$ cat src/rtl/useq_pkg.sv
`default_nettype none
// =============================================================================
// useq_pkg : shared state, select encodings and microword layout for useq_controller
// Revision : 1.0
// =============================================================================
package useq_pkg;

    localparam int DEF_CTRL_W = 39;
    localparam int DEF_ADDR_W = 5;
    localparam int DEF_COND_W = 6;
    localparam int DEF_LOOP_W = 4;

    localparam logic [2:0] SEL_NONE  = 3'd0;
    localparam logic [2:0] SEL_LOOPZ = 3'd1;
    localparam logic [2:0] SEL_COND0 = 3'd2;

    typedef enum logic [1:0] {
        ST_IDLE  = 2'd0,
        ST_FETCH = 2'd1,
        ST_EXEC  = 2'd2,
        ST_DONE  = 2'd3
    } state_t;

    // Packed MSB first, so ctrl lands in the least significant bits.
    typedef struct packed {
        logic                  end_run;
        logic                  dec_loop;
        logic                  ld_loop;
        logic                  pol;
        logic [2:0]            sel;
        logic [DEF_ADDR_W-1:0] tgt;
        logic [DEF_ADDR_W-1:0] next;
        logic [DEF_CTRL_W-1:0] ctrl;
    } uword_t;

endpackage
`default_nettype wire

$ cat src/rtl/useq_branch_sel.sv
`default_nettype none
// =============================================================================
// useq_branch_sel : condition mux and taken / next micro-address resolution
// Revision : 1.0
// =============================================================================
module useq_branch_sel
    import useq_pkg::*;
#(
    parameter int ADDR_W = DEF_ADDR_W,
    parameter int COND_W = DEF_COND_W
) (
    input  logic [2:0]        sel,
    input  logic              pol,
    input  logic [COND_W-1:0] cond,
    input  logic              loop_zero,
    input  logic [ADDR_W-1:0] seq_addr,
    input  logic [ADDR_W-1:0] tgt_addr,
    output logic              taken,
    output logic [ADDR_W-1:0] next_addr
);

    logic cond_sel;

    // Select codes beyond the last condition input (or the 3-bit range) read as 0.
    always_comb begin
        cond_sel = 1'b0;
        if (sel == SEL_LOOPZ) begin
            cond_sel = loop_zero;
        end
        for (int i = 0; i < COND_W; i++) begin
            if ((i <= 5) && (sel == (3'(i) + SEL_COND0))) begin
                cond_sel = cond[i];
            end
        end
    end

    assign taken     = (sel != SEL_NONE) && (cond_sel ^ pol);
    assign next_addr = taken ? tgt_addr : seq_addr;

endmodule
`default_nettype wire

$ cat src/rtl/useq_controller.sv
`default_nettype none
// =============================================================================
// useq_controller : microprogram sequencer with loop counter, abort and watchdog
// Revision : 1.0
// =============================================================================
module useq_controller
    import useq_pkg::*;
#(
    parameter int  CTRL_W    = DEF_CTRL_W,
    parameter int  ADDR_W    = DEF_ADDR_W,
    parameter int  COND_W    = DEF_COND_W,
    parameter int  LOOP_W    = DEF_LOOP_W,
    parameter int  LOOP_INIT = 7,
    parameter int  MAX_STEPS = 255,
    localparam int MW_W      = CTRL_W + 2 * ADDR_W + 7
) (
    input  logic              clock,
    input  logic              reset,
    input  logic              start_i,
    input  logic [ADDR_W-1:0] start_addr_i,
    input  logic              abort_i,
    output logic              busy_o,
    output logic              done_o,
    output logic              err_o,
    output logic [ADDR_W-1:0] rom_addr_o,
    input  logic [MW_W-1:0]   rom_data_i,
    input  logic [COND_W-1:0] cond_i,
    output logic [CTRL_W-1:0] ctrl_o,
    output logic              ctrl_valid_o,
    output logic [ADDR_W-1:0] upc_o,
    output logic [LOOP_W-1:0] loop_cnt_o
);

    localparam int STEP_W   = $clog2(MAX_STEPS + 1);
    localparam int NEXT_LSB = CTRL_W;
    localparam int TGT_LSB  = CTRL_W + ADDR_W;
    localparam int SEL_LSB  = CTRL_W + 2 * ADDR_W;
    localparam int POL_BIT  = SEL_LSB + 3;
    localparam int LD_BIT   = POL_BIT + 1;
    localparam int DEC_BIT  = POL_BIT + 2;
    localparam int END_BIT  = POL_BIT + 3;

    state_t              state;
    state_t              state_nxt;
    logic [ADDR_W-1:0]   upc;
    logic [ADDR_W-1:0]   rom_addr;
    logic [LOOP_W-1:0]   loop_cnt;
    logic [STEP_W-1:0]   step_cnt;
    logic                err;

    logic [CTRL_W-1:0]   mw_ctrl;
    logic [ADDR_W-1:0]   mw_next;
    logic [ADDR_W-1:0]   mw_tgt;
    logic [2:0]          mw_sel;
    logic                mw_pol;
    logic                mw_ld;
    logic                mw_dec;
    logic                mw_end;

    logic                loop_zero;
    logic                br_taken;
    logic [ADDR_W-1:0]   next_addr;
    logic [STEP_W-1:0]   step_next;
    logic                step_hit;
    logic                start_take;
    logic                exec_fire;

    assign mw_ctrl = rom_data_i[CTRL_W-1:0];
    assign mw_next = rom_data_i[NEXT_LSB +: ADDR_W];
    assign mw_tgt  = rom_data_i[TGT_LSB +: ADDR_W];
    assign mw_sel  = rom_data_i[SEL_LSB +: 3];
    assign mw_pol  = rom_data_i[POL_BIT];
    assign mw_ld   = rom_data_i[LD_BIT];
    assign mw_dec  = rom_data_i[DEC_BIT];
    assign mw_end  = rom_data_i[END_BIT];

    // Branch on the counter value held before this word's own load/decrement.
    assign loop_zero  = (loop_cnt == '0);
    assign step_next  = step_cnt + 1'b1;
    assign step_hit   = (step_next == STEP_W'(MAX_STEPS));
    assign start_take = (state == ST_IDLE) && start_i;
    assign exec_fire  = (state == ST_EXEC) && !abort_i;

    useq_branch_sel #(
        .ADDR_W (ADDR_W),
        .COND_W (COND_W)
    ) u_branch_sel (
        .sel       (mw_sel),
        .pol       (mw_pol),
        .cond      (cond_i),
        .loop_zero (loop_zero),
        .seq_addr  (mw_next),
        .tgt_addr  (mw_tgt),
        .taken     (br_taken),
        .next_addr (next_addr)
    );

    always_ff @(posedge clock or posedge reset) begin
        if (reset) begin
            state <= ST_IDLE;
        end else begin
            state <= state_nxt;
        end
    end

    always_comb begin
        state_nxt = state;
        case (state)
            ST_IDLE: begin
                if (start_i) begin
                    state_nxt = ST_FETCH;
                end
            end
            ST_FETCH: begin
                state_nxt = abort_i ? ST_DONE : ST_EXEC;
            end
            ST_EXEC: begin
                if (abort_i || mw_end || step_hit) begin
                    state_nxt = ST_DONE;
                end else begin
                    state_nxt = ST_FETCH;
                end
            end
            ST_DONE: begin
                state_nxt = ST_IDLE;
            end
            default: begin
                state_nxt = ST_IDLE;
            end
        endcase
    end

    always_comb begin
        busy_o       = 1'b0;
        done_o       = 1'b0;
        ctrl_valid_o = 1'b0;
        ctrl_o       = '0;
        case (state)
            ST_FETCH: begin
                busy_o = 1'b1;
            end
            ST_EXEC: begin
                busy_o       = 1'b1;
                ctrl_valid_o = !abort_i;
                ctrl_o       = abort_i ? '0 : mw_ctrl;
            end
            ST_DONE: begin
                done_o = 1'b1;
            end
            default: begin
                busy_o = 1'b0;
            end
        endcase
    end

    // An aborted word is not executed: no PC, counter or step updates.
    always_ff @(posedge clock or posedge reset) begin
        if (reset) begin
            upc      <= '0;
            rom_addr <= '0;
            loop_cnt <= '0;
            step_cnt <= '0;
            err      <= 1'b0;
        end else if (start_take) begin
            upc      <= start_addr_i;
            rom_addr <= start_addr_i;
            step_cnt <= '0;
            err      <= 1'b0;
        end else if (exec_fire) begin
            upc      <= next_addr;
            rom_addr <= next_addr;
            step_cnt <= step_next;
            if (mw_ld) begin
                loop_cnt <= LOOP_W'(LOOP_INIT);
            end else if (mw_dec && !loop_zero) begin
                loop_cnt <= loop_cnt - 1'b1;
            end
            if (!mw_end && step_hit) begin
                err <= 1'b1;
            end
        end
    end

    assign err_o      = err;
    assign rom_addr_o = rom_addr;
    assign upc_o      = upc;
    assign loop_cnt_o = loop_cnt;

endmodule
`default_nettype wire
$ cat config.mk
export PLATFORM = sky130hd
export DESIGN_NAME = useq_controller
export DESIGN_NICKNAME = d
export VERILOG_FILES = /design/src/rtl/useq_pkg.sv /design/src/rtl/useq_branch_sel.sv /design/src/rtl/useq_controller.sv
export SDC_FILE = /design/constraint.sdc
export NUM_CORES = 1
export LEC_CHECK = 0
export CAP_MARGIN = 20
export CORE_MARGIN = 2
export CORE_UTILIZATION = 36
export CTS_CLUSTER_DIAMETER = 50
export DETAILED_ROUTE_END_ITERATION = 8
export PLACE_DENSITY = 0.83
export RECOVER_POWER = 25
export SLEW_MARGIN = 20
export SYNTH_ARGS = -nofsm -noshare
export SYNTH_HDL_FRONTEND = slang
export SYNTH_SLANG_ARGS = --single-unit
export TNS_END_PERCENT = 30
$ cat constraint.sdc
create_clock -name clock -period 5.5 [get_ports clock]
set_clock_uncertainty 0.1 [all_clocks]
set_input_delay 0.825 -clock clock [delete_from_list [all_inputs] [get_ports clock]]
set_output_delay 0.825 -clock clock [all_outputs]
set_load 0.005 [all_outputs]
=== After elaboration in Yosys (flattened, before gate mapping) ===
Index checks and enable logic that the tools add are counted.

* Bitwise logic cells: 2
* Reduce and logical (&&, ||, !) cells: 19
* Add/sub/neg operators: 2
* Equality and inequality tests: 12
* Multiplexer cells: 26

{| class="wikitable"
|+ Operators with widths
! cell !! number
|-
| 39-bit 2-to-1 mux || 2
|-
| 8-bit 2-to-1 mux || 2
|-
| 5-bit 2-to-1 mux || 3
|-
| 1-bit 2-to-1 mux || 14
|-
| 3-bit == test, second input constant || 4
|-
| 8-bit by 1-bit adder with 8-bit output, second input constant || 1
|-
| 8-bit == test, second input constant || 1
|-
| 4-bit 2-to-1 mux || 2
|-
| 2-bit one-hot mux with 4 select lines || 1
|-
| 3-bit by 2-bit == test with 1-bit output, second input constant || 2
|-
| 2-bit nonzero test || 3
|-
| 1-bit logical AND || 5
|-
| 2-bit == test, second input constant || 2
|-
| 4-bit logical NOT || 1
|-
| 2-bit 2-to-1 mux || 2
|-
| 4-bit by 1-bit subtractor with 4-bit output, second input constant || 1
|-
| 3-bit by 1-bit == test with 1-bit output, second input constant || 1
|-
| 1-bit logical NOT || 3
|-
| 3-bit AND reduction || 1
|-
| 3-bit nonzero test || 1
|-
| 2-bit by 1-bit == test with 1-bit output, second input constant || 1
|-
| 2-bit logical NOT || 1
|-
| 1-bit logical OR || 2
|-
| 2-bit inequality test, second input constant || 1
|-
| other kinds (4) || 4
|}

* Word-level logic and storage cells: 66
* Output and inout port bits: 57
* Flip-flop bits (word level): 20

=== Longest topological paths before layout ===
* Depth after elaboration: 13
* Depth in mapped cells: 9
* Gate-level depth less buffers: 8

=== Modules after synthesis ===
Synthesis repeated with hierarchy kept, for this count alone.

* Cell total of the unflattened synthesis: 197
* Area total of the unflattened synthesis: 1657.8 um^2

{| class="wikitable"
|+ Modules (own cells, without submodules)
! module !! seq. area each (um^2) !! cells an instance !! times used !! area each (um^2)
|-
| useq_controller || 500.5 || 176 || 1 || 1477.7
|-
| useq_branch_sel || 0.0 || 21 || 1 || 180.2
|}

=== Worst setup path before layout ===
No wires, ideal clock.

* Kind: input to output
* Start point: in abort_i
* End point: out ctrl_o[10]
* Slack: 2.854 ns
* Data arrival time: 1.721 ns
* Cell stages on the path: 4
* Cell sequence: nor2b_1 clkbuf_1 clkbuf_1 and2_1

* Word-level cells in the longest chain between the ends: 2

{| class="wikitable"
|+ RTL lines
! item !! RTL line !! text
|-
| start: declaration || useq_controller.sv:21 || <nowiki>input logic abort_i,</nowiki>
|-
| 39-bit 2-to-1 mux || useq_controller.sv:145 || <nowiki>ctrl_o = abort_i ? '0 : mw_ctrl;</nowiki>
|-
| 39-bit 2-to-1 mux || useq_controller.sv:138 || <nowiki>case (state)</nowiki>
|-
| end: declaration || useq_controller.sv:28 || <nowiki>output logic [CTRL_W-1:0] ctrl_o,</nowiki>
|}

Every way passes these cells.

=== Worst setup path in the final report ===
* Start point: in abort_i
* End point: out ctrl_o[12]

The elaborated chain is that of the path after synthesis.

==> run_results.csv <==
group,metric,value,unit
drt,wirelength,4.66,mm
cells_and_area,diodes,0,
drt,first_iter_violations,67,
cells_and_area,area_growth,84.1,%
drt,via_per_inst,4.93,
min_path,hold_class,"reg -> reg",
synthesis,ys.flop_type,"dfrtp_1",
global_route,grt_start_max_net_pins,42,
worst_setup_path,endpoint_kind,"output pin",
synthesis,syn-cell-area,1590,µm²
floorplan,die_w,70.4,µm
floorplan,rows,24,
sta,final_hold_viol_count,0,
clock_network,postCtsSetupRepairBufs,0,
sta,fin_setup_tns,0,ns
power,leakagePower,1.20,nW
synthesis,syn_avg_cell_area,8.57,µm²
clock_network,htree_num_levels,1,
worst_setup_path,reg2reg_depth,9,
synthesis,yosysMostFrequentCell,"and2_1",
floorplan,core-area,4290,µm²
synthesis,syn_nets,265,
cells_and_area,ff_latch_area,500,µm²
sta,setup_viol,0,
sta,relSlewSlack,42.4,%
global_route,gr-usage-all-layers,19.4,%
cells_and_area,nets,384,
global_route,grt_pass1_vias,1745,
worst_setup_path,worst-path-stages,4,
floorplan,die_area,4950,µm²
worst_setup_path,start_kind,"primary input",
synthesis,netlist.area_leader.share,31.6,%
cells_and_area,drive_gt1_share,3.96,%
power,power_density,298,nW/µm²
synthesis,synth_compound_area_share,14.1,%
clock_network,clk_path_buf_depth,2,
worst_setup_path,path_class,"in -> out",
synthesis,synth_top_area_cell,"dfrtp_1",
power,max-vdd-ir-drop,117,µV
synthesis,netlist_instances,185,
global_route,grt_overflow,0,
sta,fin_crit,3.68,ns
sta,worst_pin_slew,0.863,ns
placement,finalWeightedCongestion,0.724,
worst_setup_path,critPathBufInv,2,
placement,port_buffers,127,
worst_setup_path,crit_chain,"dlygate4sd3_1 -> nor2b_4 -> and2_1 -> clkdlybuf4s50_1",
drt,via_count,1750,
cells_and_area,multiInputGateArea,986,µm²
synthesis,yosys.area_share.simple,29.8,%
synthesis,synthTopCellsByCount,"41 x and2_1, 20 x dfrtp_1, 18 x nor2_1",
synthesis,synth-seq-cells,20,
sta,fmax,272,MHz
synthesis,yosysWarnings,0,
drt,ant_nets,0,
floorplan,ios,128,
placement,place_hpwl,3.67,mm
clock_network,ctsHoldBuffers,0,
sta,maxSlewViolCount,0,
synthesis,async_flop_share,100,%
power,finalPower,0.000868,W
min_path,min_path_cells,2,
synthesis,synth_top_family_by_area,"simple AND/OR/NAND/NOR gates",
worst_setup_path,path_max_fanout,41,
clock_network,cts_inserted_buffers,3,
worst_setup_path,crit_required,4.58,ns
clock_network,clock_sinks,20,
clock_network,cts_resized,0,
floorplan,start_util,36.9,%
status,status,"completed",
sta,post-route-period-util,66.9,%
worst_setup_path,max_stage_delay,0.62,ns
cells_and_area,nFillCells,369,
clock_network,cts_tree,"done",
synthesis,yosys-mux-area-fraction,5.21,%
synthesis,synth-adder-area-share,7.10,%
drt,route.detailed.drc,0,
synthesis,ys_seq_area_share,31.6,%
clock_network,root_buffer,"clkbuf_8",
global_route,grt_pass1_wl,7.89,mm
worst_setup_path,cp_top_family,"buffers and inverters",
floorplan,die_height,70.4,µm
sta,rsz0062_at_grt,"no",
clock_network,clk_latency,0.26,ns
synthesis,yosysUniqueCellTypes,36,
drt,drtPass1Iterations,4,
global_route,antenna_found_initial,0,
clock_network,cts.clk_slew.worst_paths,0.07,ns
run,cap_viol_max_count,0,
synthesis,synthXorXnorAreaFrac,5.52,%
drt,wl_per_cell,13.1,µm
synthesis,ys_top_cells_by_area,"dfrtp_1 32%, and2_1 16%, ha_1 7.1%",
synthesis,synth_edf_count,0,
worst_setup_path,arrival,2.76,ns
worst_setup_path,slowest_stage,"dlygate4sd3_1",
worst paths after layout:
path | slack, ns | start | to
worst max-delay path | 1.82 | abort_i | ctrl_o[12]
worst min-delay path | 0.40 | err_o$_DFFE_PP0P_ | err_o$_DFFE_PP0P_
worst max register to register | 2.91 | state[0]$_DFFE_PP0P_ | loop_cnt_o[1]$_DFFE_PP0P_
worst min register to register | 0.40 | err_o$_DFFE_PP0P_ | err_o$_DFFE_PP0P_
max in group asynchronous | 3.78 | reset | step_cnt[3]$_DFFE_PP0P_
min in group asynchronous | 1.04 | reset | rom_addr_o[1]$_DFFE_PP0P_
tightest hold or removal path, stage by stage (launching register included):
cell and delay [ns]:
dfrtp_1 0.35, a31oi_1 0.04, nor2_1 0.07
cell type report:
class | instances | share of cell area (%)
repair buffers | 128 | 43.8
flip-flops and latches | 20 | 17.1
inverters | 9 | 1.16
well taps | 52 | 2.23
multi-input cells | 142 | 33.8
clock buffers | 4 | 1.89
sequential cells by signal, summed over array words and instances, names as in the netlist:
signal	flops
err_o	1
loop_cnt_o	4
rom_addr_o	5
state	2
step_cnt	8
placed cells by master (no fill, tap or decap), types with 5 or more instances in the layout:
cell,Yosys,layout
mux2i_1,6,6
clkdlybuf4s50_1,0,123
dfrtp_1,20,20
ha_1,9,9
a21oi_1,9,9
and2_1,41,40
inv_1,9,9
o21ai_1,5,5
a22oi_1,6,6
nor2_1,18,18
xor2_1,7,7
nand2_1,6,6
through the flow:
step | instance area, µm² | instances | util, % | worst slack, ns | hold slack, ns
2_1_floorplan | 1590 | 185 | - | 2.85 | 0.386
5_1_grt | 2920 | 355 | 68.0 | 1.68 | 0.469
3_3_place_gp | 2860 | 351 | 66.6 | 1.58 | 0.375
6_report | 2920 | 355 | 68.0 | 1.82 | 0.403
3_5_place_dp | 2860 | 351 | 66.6 | 1.53 | 0.395
4_1_cts | 2910 | 355 | 67.9 | 1.54 | 0.412
per-layer routing:
metal | routed length [µm] | up-vias | GRT usage, %
met3 | 356 | 6 | 4.18
met2 | 2450 | 78 | 35.3
li1 | - | 860 | -
met5 | 0 | - | 0
met4 | 42 | 0 | 5.13
met1 | 1820 | 806 | 22.8
kinds of logic after synthesis:
group / Yosys count
compound gates: 32
xor+xnor: 10
fa+ha+maj: 9
buf+inv: 23
flops: 20
mux: 7
simple gates: 84
report_power, final:
group | switching, W | leakage (nW) | internal, W | total (W)
combinational | 0.000196 | 0.917 | 0.000308 | 0.000505
clock | 0.0000495 | 0.0288 | 0.0000637 | 0.000113
sequential | 0.0000550 | 0.257 | 0.000196 | 0.000251
Power figures use the tool's default switching activity.
